<file path="src/rtl/mult_div_unit_pkg.sv">
// Shared definitions for the iterative multiply/divide unit: op encodings,
// controller states and iteration constants.
package mult_div_unit_pkg;

  typedef enum logic [1:0] {
    OP_MULT  = 2'b00,
    OP_MULTU = 2'b01,
    OP_DIV   = 2'b10,
    OP_DIVU  = 2'b11
  } mdu_op_e;

  typedef enum logic [1:0] {
    ST_IDLE = 2'b00,
    ST_RUN  = 2'b01,
    ST_FIX  = 2'b10
  } mdu_state_e;

  localparam int unsigned MDU_ITERS = 32;
  localparam logic [5:0]  MDU_LAST  = 6'(MDU_ITERS - 1);

  function automatic logic [31:0] mdu_mag(input logic [31:0] v, input logic is_neg);
    return is_neg ? (32'd0 - v) : v;
  endfunction

endpackage

</file>
<file path="src/rtl/mult_div_unit_iter_core.sv">
// Radix-2 iterative datapath: shift-add multiply or restoring divide on
// unsigned magnitudes, one step per cycle, with a 6-bit iteration counter.
module mdu_iter_core
  import mult_div_unit_pkg::*;
(
  input  logic        clk,
  input  logic        reset,
  input  logic        load,
  input  logic        step,
  input  logic        is_div,
  input  logic [31:0] acc_lo_init,
  input  logic [31:0] opnd_init,
  output logic [63:0] acc,
  output logic        last
);

  logic [63:0] acc_q, acc_d;
  logic [31:0] opnd_q, opnd_d;
  logic [5:0]  cnt_q, cnt_d;
  logic        is_div_q, is_div_d;

  logic [32:0] rem_sh;
  logic [31:0] trial;
  logic [32:0] sum;

  always_comb begin
    acc_d    = acc_q;
    opnd_d   = opnd_q;
    cnt_d    = cnt_q;
    is_div_d = is_div_q;

    // Divide: acc holds {remainder, dividend/quotient}; the shifted remainder
    // can reach 33 bits, but after a successful subtract it fits in 32.
    rem_sh = acc_q[63:31];
    trial  = rem_sh[31:0] - opnd_q;
    // Multiply: acc holds {partial product, multiplier}; carry enters bit 63.
    sum    = {1'b0, acc_q[63:32]} + {1'b0, (acc_q[0] ? opnd_q : 32'h0)};

    if (load) begin
      acc_d    = {32'h0, acc_lo_init};
      opnd_d   = opnd_init;
      cnt_d    = '0;
      is_div_d = is_div;
    end else if (step) begin
      cnt_d = cnt_q + 6'd1;
      if (is_div_q) begin
        if (rem_sh >= {1'b0, opnd_q}) begin
          acc_d = {trial, acc_q[30:0], 1'b1};
        end else begin
          acc_d = {rem_sh[31:0], acc_q[30:0], 1'b0};
        end
      end else begin
        acc_d = {sum, acc_q[31:1]};
      end
    end
  end

  always_ff @(posedge clk or negedge reset) begin
    if (!reset) begin
      acc_q    <= '0;
      opnd_q   <= '0;
      cnt_q    <= '0;
      is_div_q <= 1'b0;
    end else begin
      acc_q    <= acc_d;
      opnd_q   <= opnd_d;
      cnt_q    <= cnt_d;
      is_div_q <= is_div_d;
    end
  end

  assign acc  = acc_q;
  assign last = step && (cnt_q == MDU_LAST);

endmodule

</file>
<file path="src/rtl/mult_div_unit.sv">
// Multiply/divide unit controller: operand capture, sign handling, result
// registers and done/div_by_zero reporting around the iterative core.
module mult_div_unit
  import mult_div_unit_pkg::*;
(
  input  logic        clk,
  input  logic        reset,
  input  logic        start,
  input  logic [1:0]  op,
  input  logic [31:0] operand_a,
  input  logic [31:0] operand_b,
  output logic        busy,
  output logic        done,
  output logic [31:0] hi,
  output logic [31:0] lo,
  output logic        div_by_zero
);

  mdu_state_e  state_q, state_d;
  logic [31:0] hi_q, hi_d;
  logic [31:0] lo_q, lo_d;
  logic        done_q, done_d;
  logic        dbz_q, dbz_d;
  logic [31:0] a_q, a_d;
  logic        is_div_q, is_div_d;
  logic        neg_res_q, neg_res_d;
  logic        neg_rem_q, neg_rem_d;
  logic        b_zero_q, b_zero_d;

  logic        is_signed, a_neg, b_neg;
  logic [31:0] a_mag, b_mag;
  logic        core_load, core_step, core_last;
  logic [63:0] core_acc;
  logic [63:0] prod_fix;
  logic [31:0] quo_fix, rem_fix;

  assign is_signed = ~op[0];
  assign a_neg     = is_signed & operand_a[31];
  assign b_neg     = is_signed & operand_b[31];
  assign a_mag     = mdu_mag(operand_a, a_neg);
  assign b_mag     = mdu_mag(operand_b, b_neg);

  assign prod_fix = neg_res_q ? (64'd0 - core_acc) : core_acc;
  assign quo_fix  = neg_res_q ? (32'd0 - core_acc[31:0]) : core_acc[31:0];
  assign rem_fix  = neg_rem_q ? (32'd0 - core_acc[63:32]) : core_acc[63:32];

  always_comb begin
    state_d   = state_q;
    hi_d      = hi_q;
    lo_d      = lo_q;
    done_d    = 1'b0;
    dbz_d     = dbz_q;
    a_d       = a_q;
    is_div_d  = is_div_q;
    neg_res_d = neg_res_q;
    neg_rem_d = neg_rem_q;
    b_zero_d  = b_zero_q;
    core_load = 1'b0;
    core_step = 1'b0;

    case (state_q)
      ST_IDLE: begin
        if (start) begin
          core_load = 1'b1;
          a_d       = operand_a;
          is_div_d  = op[1];
          neg_res_d = a_neg ^ b_neg;
          neg_rem_d = a_neg;
          b_zero_d  = (operand_b == 32'h0);
          dbz_d     = 1'b0;
          state_d   = ST_RUN;
        end
      end
      ST_RUN: begin
        core_step = 1'b1;
        if (core_last) begin
          state_d = ST_FIX;
        end
      end
      ST_FIX: begin
        if (!is_div_q) begin
          hi_d = prod_fix[63:32];
          lo_d = prod_fix[31:0];
        end else if (b_zero_q) begin
          hi_d  = a_q;
          lo_d  = '1;
          dbz_d = 1'b1;
        end else begin
          hi_d = rem_fix;
          lo_d = quo_fix;
        end
        done_d  = 1'b1;
        state_d = ST_IDLE;
      end
      default: state_d = ST_IDLE;
    endcase
  end

  // Mult loads the multiplier into the low half and keeps the multiplicand
  // as the addend; divide loads the dividend low and keeps the divisor.
  mdu_iter_core u_core (
    .clk         (clk),
    .reset       (reset),
    .load        (core_load),
    .step        (core_step),
    .is_div      (op[1]),
    .acc_lo_init (op[1] ? a_mag : b_mag),
    .opnd_init   (op[1] ? b_mag : a_mag),
    .acc         (core_acc),
    .last        (core_last)
  );

  always_ff @(posedge clk or negedge reset) begin
    if (!reset) begin
      state_q   <= ST_IDLE;
      hi_q      <= '0;
      lo_q      <= '0;
      done_q    <= 1'b0;
      dbz_q     <= 1'b0;
      a_q       <= '0;
      is_div_q  <= 1'b0;
      neg_res_q <= 1'b0;
      neg_rem_q <= 1'b0;
      b_zero_q  <= 1'b0;
    end else begin
      state_q   <= state_d;
      hi_q      <= hi_d;
      lo_q      <= lo_d;
      done_q    <= done_d;
      dbz_q     <= dbz_d;
      a_q       <= a_d;
      is_div_q  <= is_div_d;
      neg_res_q <= neg_res_d;
      neg_rem_q <= neg_rem_d;
      b_zero_q  <= b_zero_d;
    end
  end

  assign busy        = (state_q != ST_IDLE);
  assign done        = done_q;
  assign hi          = hi_q;
  assign lo          = lo_q;
  assign div_by_zero = dbz_q;

endmodule
</file>
<file path="config.mk">
export PLATFORM = sky130hd
export DESIGN_NAME = mult_div_unit
export DESIGN_NICKNAME = d
export VERILOG_FILES = /design/src/rtl/mult_div_unit_pkg.sv /design/src/rtl/mult_div_unit_iter_core.sv /design/src/rtl/mult_div_unit.sv
export SDC_FILE = /design/constraint.sdc
export NUM_CORES = 1
export LEC_CHECK = 0
export CAP_MARGIN = 5
export CORE_UTILIZATION = 42
export DETAILED_ROUTE_END_ITERATION = 10
export GPL_ROUTABILITY_DRIVEN = 0
export HOLD_SLACK_MARGIN = 0.08
export PLACE_DENSITY = 0.59
export SETUP_SLACK_MARGIN = 0.2
export SLEW_MARGIN = 0
export SYNTH_ARGS = -nofsm -noshare
export SYNTH_HDL_FRONTEND = slang
export SYNTH_SLANG_ARGS = --single-unit
export TNS_END_PERCENT = 5
</file>
<file path="constraint.sdc">
create_clock -name clk -period 6.2 [get_ports clk]
set_input_delay 0.62 -clock clk [delete_from_list [all_inputs] [get_ports clk]]
set_output_delay 0.62 -clock clk [all_outputs]
set_load 0.01 [all_outputs]
</file>
==> results_dict.tcl, run 1 <==
set metrics [dict create \
    status "finished, final reports clean" \
    power_density_nw_per_um2 489 \
    tightest_slew_ns 1.26 \
    synth_area_leaders "dfrtp_1 31%, nand2_1 7.0%, a21oi_1 6.2%" \
    cts_resized 0 \
    die_w_um 200 \
    rows 72 \
    ir_drop_v 0.000344 \
    ios 136 \
    ys_seq_area_share_pct 31.2 \
    hold_viol_final 0 \
    grt_antenna_before_repair 1 \
    grt_pass1_wl_um 88100 \
    synth_edf_count 0 \
    gr-total-overflow 0 \
    slew_headroom_pct 15.9 \
    ant_nets 0 \
    cts_buffers 26 \
    layout-drive-gt1-share_pct 4.38 \
    syn2layout_area_growth_pct 14.8 \
    synth.top_cell.area_share_pct 31.2 \
    finalSetupTns_ns 0 \
    synth.largest_area_cell "dfrtp_1" \
    synthXorXnorAreaFrac_pct 10.1 \
    worst_skew_pair.late_latency_ns 0.55 \
    final_max_slew_viol_count 0 \
    ys_types 73 \
    syn-cell-area_um2 16500 \
    synth_fa_ha_area_share_pct 5.47 \
    ys_ff_latch 206 \
    ys.flop_type "dfrtp_1" \
    placedCellCount 2663 \
    fin_skew_ns 0.0101 \
    grt_use_total_pct 27.6 \
    synthTopCellsByCount "309 x nand2_1, 206 x dfrtp_1, 205 x a21oi_1, 202 x nor2_1, 200 x o21ai_0" \
    post-route-min-period_ns 4.62 \
    synthCells 2141 \
    synth_nets 2281 \
    final_cells 2710 \
    cts_root_buf "clkbuf_16" \
    path_class "register to register" \
    dr_total_vias 16100 \
    yosysMostFrequentCell "nand2_1" \
    routed_wl_um 56500 \
    cp_max_fo 5 \
    async_reset_ff_share_pct 100 \
    cts_tree "done" \
    synth-simple-area-share_pct 19.4 \
    clk_pin_slew_ns 0.06 \
    die_area_um2 40100 \
    start_util_pct 42.6 \
    drt_iter0_drc 1429 \
    crit_path_start_kind "register" \
    wire_per_inst_um 20.9 \
    core-area_um2 38700 \
    portBuffers 135 \
    leakage_nw 7.95 \
    muxShareOfSynthArea_pct 3.81 \
    finalSetupViolCount 0 \
    diodes 0 \
    crit_arrival_ns 5.05 \
    yosys_warnings 0 \
    hold_class "input port to asynchronous set/reset pin" \
    synth_compound_area_share_pct 24.8 \
    drc 0 \
    num-nets-final 2313 \
    fmax_mhz 217 \
    grt_max_degree 92 \
    setup.worst_path.end_class "register" \
    syn_area_per_cell_um2 7.72 \
    synth_top_family_by_area "compound AO/OA/AOI/OAI gates" \
    via_per_inst 5.95 \
    required_ns 6.64 \
    first_pass_iters 5 \
    first_global_vias 15200 \
    rsz0062_at_grt "no" \
    cts_setup_buffers 0 \
    die_y_um 200 \
    cap_violations 0 \
    dpl.hpwl_um 41900 \
    cts_sinks 206 \
    cts_hold_buf 0 \
    h-tree-depth 1 \
    clockBufferDepth 3 \
    timing.final.crit_share_pct 74.4 \
]
==> kinds of logic after synthesis <==
family          count (synthesis)
compound gates                668
xor+xnor                      190
flops                         206
fa+ha+maj                      71
simple gates                  718
mux                            62
buf+inv                       226
==> worst paths after layout <==
| check | depth (start not counted) | end | slack, ns | startpoint |
|---|---|---|---|---|
| setup / recovery | 13 | u_core.acc[62]$_DFFE_PN0P_ | 1.58 | u_core.acc[31]$_DFFE_PN0P_ |
| hold / removal | 1 | u_core.cnt_q[2]$_DFFE_PN0P_ | 0.08 | reset |
| setup reg to reg | 13 | u_core.acc[62]$_DFFE_PN0P_ | 1.58 | u_core.acc[31]$_DFFE_PN0P_ |
| hold reg to reg | 2 | a_q[11]$_DFFE_PN0P_ | 0.47 | a_q[11]$_DFFE_PN0P_ |
| max in group asynchronous | 2 | u_core.opnd_q[3]$_DFFE_PN0P_ | 4.78 | reset |
| min in group clk | 2 | a_q[11]$_DFFE_PN0P_ | 0.47 | a_q[11]$_DFFE_PN0P_ |
==> routing by layer <==
layer  global-route usage (%)  up-vias  wire length (um)
li1                         -     7655                 -
met1                     39.1     7785             25500
met2                     44.4      583             25700
met3                     2.46       95              3380
met4                     8.81        0              1940
met5                        0        -                 0
==> power breakdown <==
group          switching (W)  internal, W  leakage (nW)
registers           0.000732      0.00173          2.46
logic                0.00308      0.00220          5.06
clock network       0.000614     0.000925         0.426
==> sequential cells by signal, indices dropped and copies added, names as in the netlist <==
signal,flops
state_q,2
b_zero_q,1
hi,32
u_core.acc,64
u_core.cnt_q,6
a_q,32
is_div_q,1
neg_rem_q,1
lo,32
div_by_zero,1
u_core.opnd_q,32
neg_res_q,1
done,1
==> worst max-delay path, stage by stage (launching register included) <==
cell       delay, ns
dfrtp_1         0.40
inv_1           0.18
ha_1            0.23
inv_1           0.06
fa_1            0.39
a21o_1          0.19
a221oi_1        0.47
o31ai_1         0.28
a2111oi_0       1.07
o31ai_1         0.25
a221oi_1        0.38
xor2_1          0.17
o21ai_0         0.09
a221o_1         0.34
==> area by class of cell <==
type | instances | area (um2)
fillers | 3834 | 19800
multi-input cells | 1709 | 10500
flip-flops and latches | 206 | 5160
repair buffers | 154 | 1490
clock buffers | 38 | 757
well taps | 518 | 648
inverters | 76 | 285
clock inverters | 9 | 98.8
==> cell usage in the layout (no fill, tap or decap), types with 69 or more instances in the layout <==
cell type	n
ha_1	69
inv_1	75
nand2_1	308
a21oi_1	205
dfrtp_1	204
clkdlybuf4s50_1	133
xor2_1	100
o21ai_0	200
nor2_1	201
xnor2_1	90
==> through the flow <==
| stage | total power, W | hold WS [ns] | setup WS, ns | cell area [um2] | util (%) |
|---|---|---|---|---|---|
| final | 0.00927 | 0.0807 | 1.58 | 19000 | 49.0 |
| after global routing | 0.00998 | 0.129 | 1.28 | 19000 | 49.0 |
| after CTS | 0.00922 | 0.108 | 1.71 | 19000 | 49.0 |
| after detailed placement | 0.00765 | 0.460 | 1.73 | 18100 | 46.8 |
| after global placement | 0.00757 | 0.460 | 1.79 | 18100 | 46.8 |
| after floorplan | 0.00627 | 0.324 | 2.69 | 16500 | - |
Note: power is estimated with default switching activity, not from simulation.
==> inputs of run 2 (changes only) <==
- clock period: 6.2 -> 4.5 ns (I/O delays scaled with it)
==> run 2 against run 1 <==
Cell count grew 0.18%. Non-clock buffer count grew 9. Count of clock-buffer cells in the layout grew 2. Core utilization grew 0.21 points. Final area grew 0.42%. Routed wire length grew 0.60%. Highest routed layer unchanged.
==> results_dict.tcl, run 2 (synthesis gave the netlist of run 1 again) <==
set metrics [dict create \
    largest_reg_flops 64 \
    crit_path_start_kind "register" \
    finalSetupViolCount 0 \
    dpl.hpwl_um 42400 \
    ir_drop_v 0.000321 \
    p_total_w 0.0128 \
    die_area_um2 40100 \
    die_w_um 200 \
    post-route-min-period_ns 4.05 \
    clk_pin_slew_ns 0.06 \
    worst_skew_pair.late_latency_ns 0.54 \
    power_density_nw_per_um2 674 \
    fin_skew_ns 0.0141 \
    cp_max_fo 5 \
    placed_area_um2 18200 \
    diodes 0 \
    cts_buffers 25 \
    cts_sinks 206 \
    slew_headroom_pct 10.1 \
    tightest_slew_ns 1.35 \
    core-area_um2 38700 \
    fmax_mhz 247 \
    final_max_slew_viol_count 0 \
    rsz0062_at_grt "no" \
    cap_violations 0 \
    wire_per_inst_um 20.9 \
    drt_iter0_drc 1247 \
    leakage_nw 8.00 \
    first_pass_iters 5 \
    die_y_um 200 \
    setup.worst_path.end_class "register" \
    crit_slowest_cell "a2111oi_0" \
    timing.final.crit_share_pct 90.1 \
    status "finished, final reports clean" \
    ios 136 \
    final_cell_mix "308 x nand2_1, 205 x a21oi_1, 204 x dfrtp_1, 201 x nor2_1, 200 x o21ai_0" \
    drc 0 \
    num-nets-final 2321 \
    finalSetupTns_ns 0 \
    grt_pass1_wl_um 87600 \
    mostFrequentLayoutCell "nand2_1" \
    grt_antenna_before_repair 0 \
    min_path_cells 3 \
    cts_root_buf "clkbuf_16" \
    r2r_cells 14 \
    portBuffers 135 \
    cp_cell_sequence "inv_1 -> ha_1 -> inv_1 -> fa_1 -> a21o_1 -> a221oi_2 -> o31ai_1 -> a2111oi_0 -> buf_4 -> o31ai_1 -> a221oi_1 -> xor2_1 -> o21ai_0 -> a221o_1" \
    clockBufferDepth 3 \
    hold_class "input port to register" \
    path_class "register to register" \
    h-tree-depth 1 \
    crit_arrival_ns 4.47 \
    grt_use_total_pct 27.6 \
    required_ns 4.92 \
    grt_max_degree 103 \
    max_stage_delay_ns 0.62 \
    design_area_um2 19100 \
    dr_total_vias 16200 \
    routed_wl_um 56900 \
    layout-drive-gt1-share_pct 4.69 \
    start_util_pct 42.6 \
    via_per_inst 5.96 \
    cts_tree "done" \
    syn2layout_area_growth_pct 15.3 \
    first_global_vias 15000 \
    hold_viol_final 0 \
    ant_nets 0 \
    rows 72 \
    gr-total-overflow 0 \
]
run 2: cell types whose count changed in the layout (fill, tap and decap cells not counted), sizes merged:
cell | previous run | this run
clkinv | 8 | 2
buf | 21 | 29
dlygate4sd3 | 0 | 1
clkbuf | 38 | 40
run 2: worst paths after layout:
path	start	to	slack [ns]
max in group asynchronous	reset	is_div_q$_DFFE_PN0P_	2.84
min in group asynchronous	reset	lo[28]$_DFFE_PN0P_	0.55
max reg2reg	u_core.acc[31]$_DFFE_PN0P_	u_core.acc[62]$_DFFE_PN0P_	0.45
max	u_core.acc[31]$_DFFE_PN0P_	u_core.acc[62]$_DFFE_PN0P_	0.45
min	op[1]	u_core.opnd_q[31]$_DFFE_PN0P_	0.30
min reg2reg	a_q[16]$_DFFE_PN0P_	a_q[16]$_DFFE_PN0P_	0.47
run 2: through the flow:
stage                     cells  setup WS [ns]  hold slack (ns)  utilization, %
after floorplan            2141          0.991            0.154               -
after detailed placement   2671          0.429            0.460            47.0
final                      2715          0.446            0.302            49.2
after CTS                  2715          0.411            0.272            49.2
after global placement     2671          0.567            0.453            47.0
after global routing       2715          0.293            0.314            49.2
run 2: power by group:
group          internal, W  switching (W)  leakage [nW]
Clock              0.00129       0.000823         0.418
Sequential         0.00238       0.000991          2.46
Combinational      0.00308        0.00428          5.12
run 2: layout make-up:
cell class | instances | area (um2)
sequential | 206 | 5160
clock inverter | 3 | 65.1
tap | 518 | 648
multi-input combinational | 1709 | 10500
timing repair buffer | 163 | 1580
clock buffer | 40 | 782
fill | 3826 | 19700
inverter | 76 | 285
run 2: routing by layer:
layer  track usage (%)  part of all wire [%]  up-vias
li1                  -                     -     7636
met1              38.8                    45     7832
met2              43.1                    45      596
met3              3.17                   5.7      115
met4              10.9                   4.3        0
met5                 0                     0        -
run 2: worst max-delay path: cells and delay by family (launching register included):
kind / cells / cell delay (ns)
xor+xnor: 1 / 0.17
fa+ha+maj: 2 / 0.61
buf+inv: 3 / 0.45
compound gates: 8 / 2.30
flops: 1 / 0.41
run 2: repair_timing:
item	in CTS	in global routing
endpoints found under the setup margin	0	1
buffers inserted	0	0
hold buffers	1	0
endpoints found under the hold margin	99	0
gates resized for setup	0	1
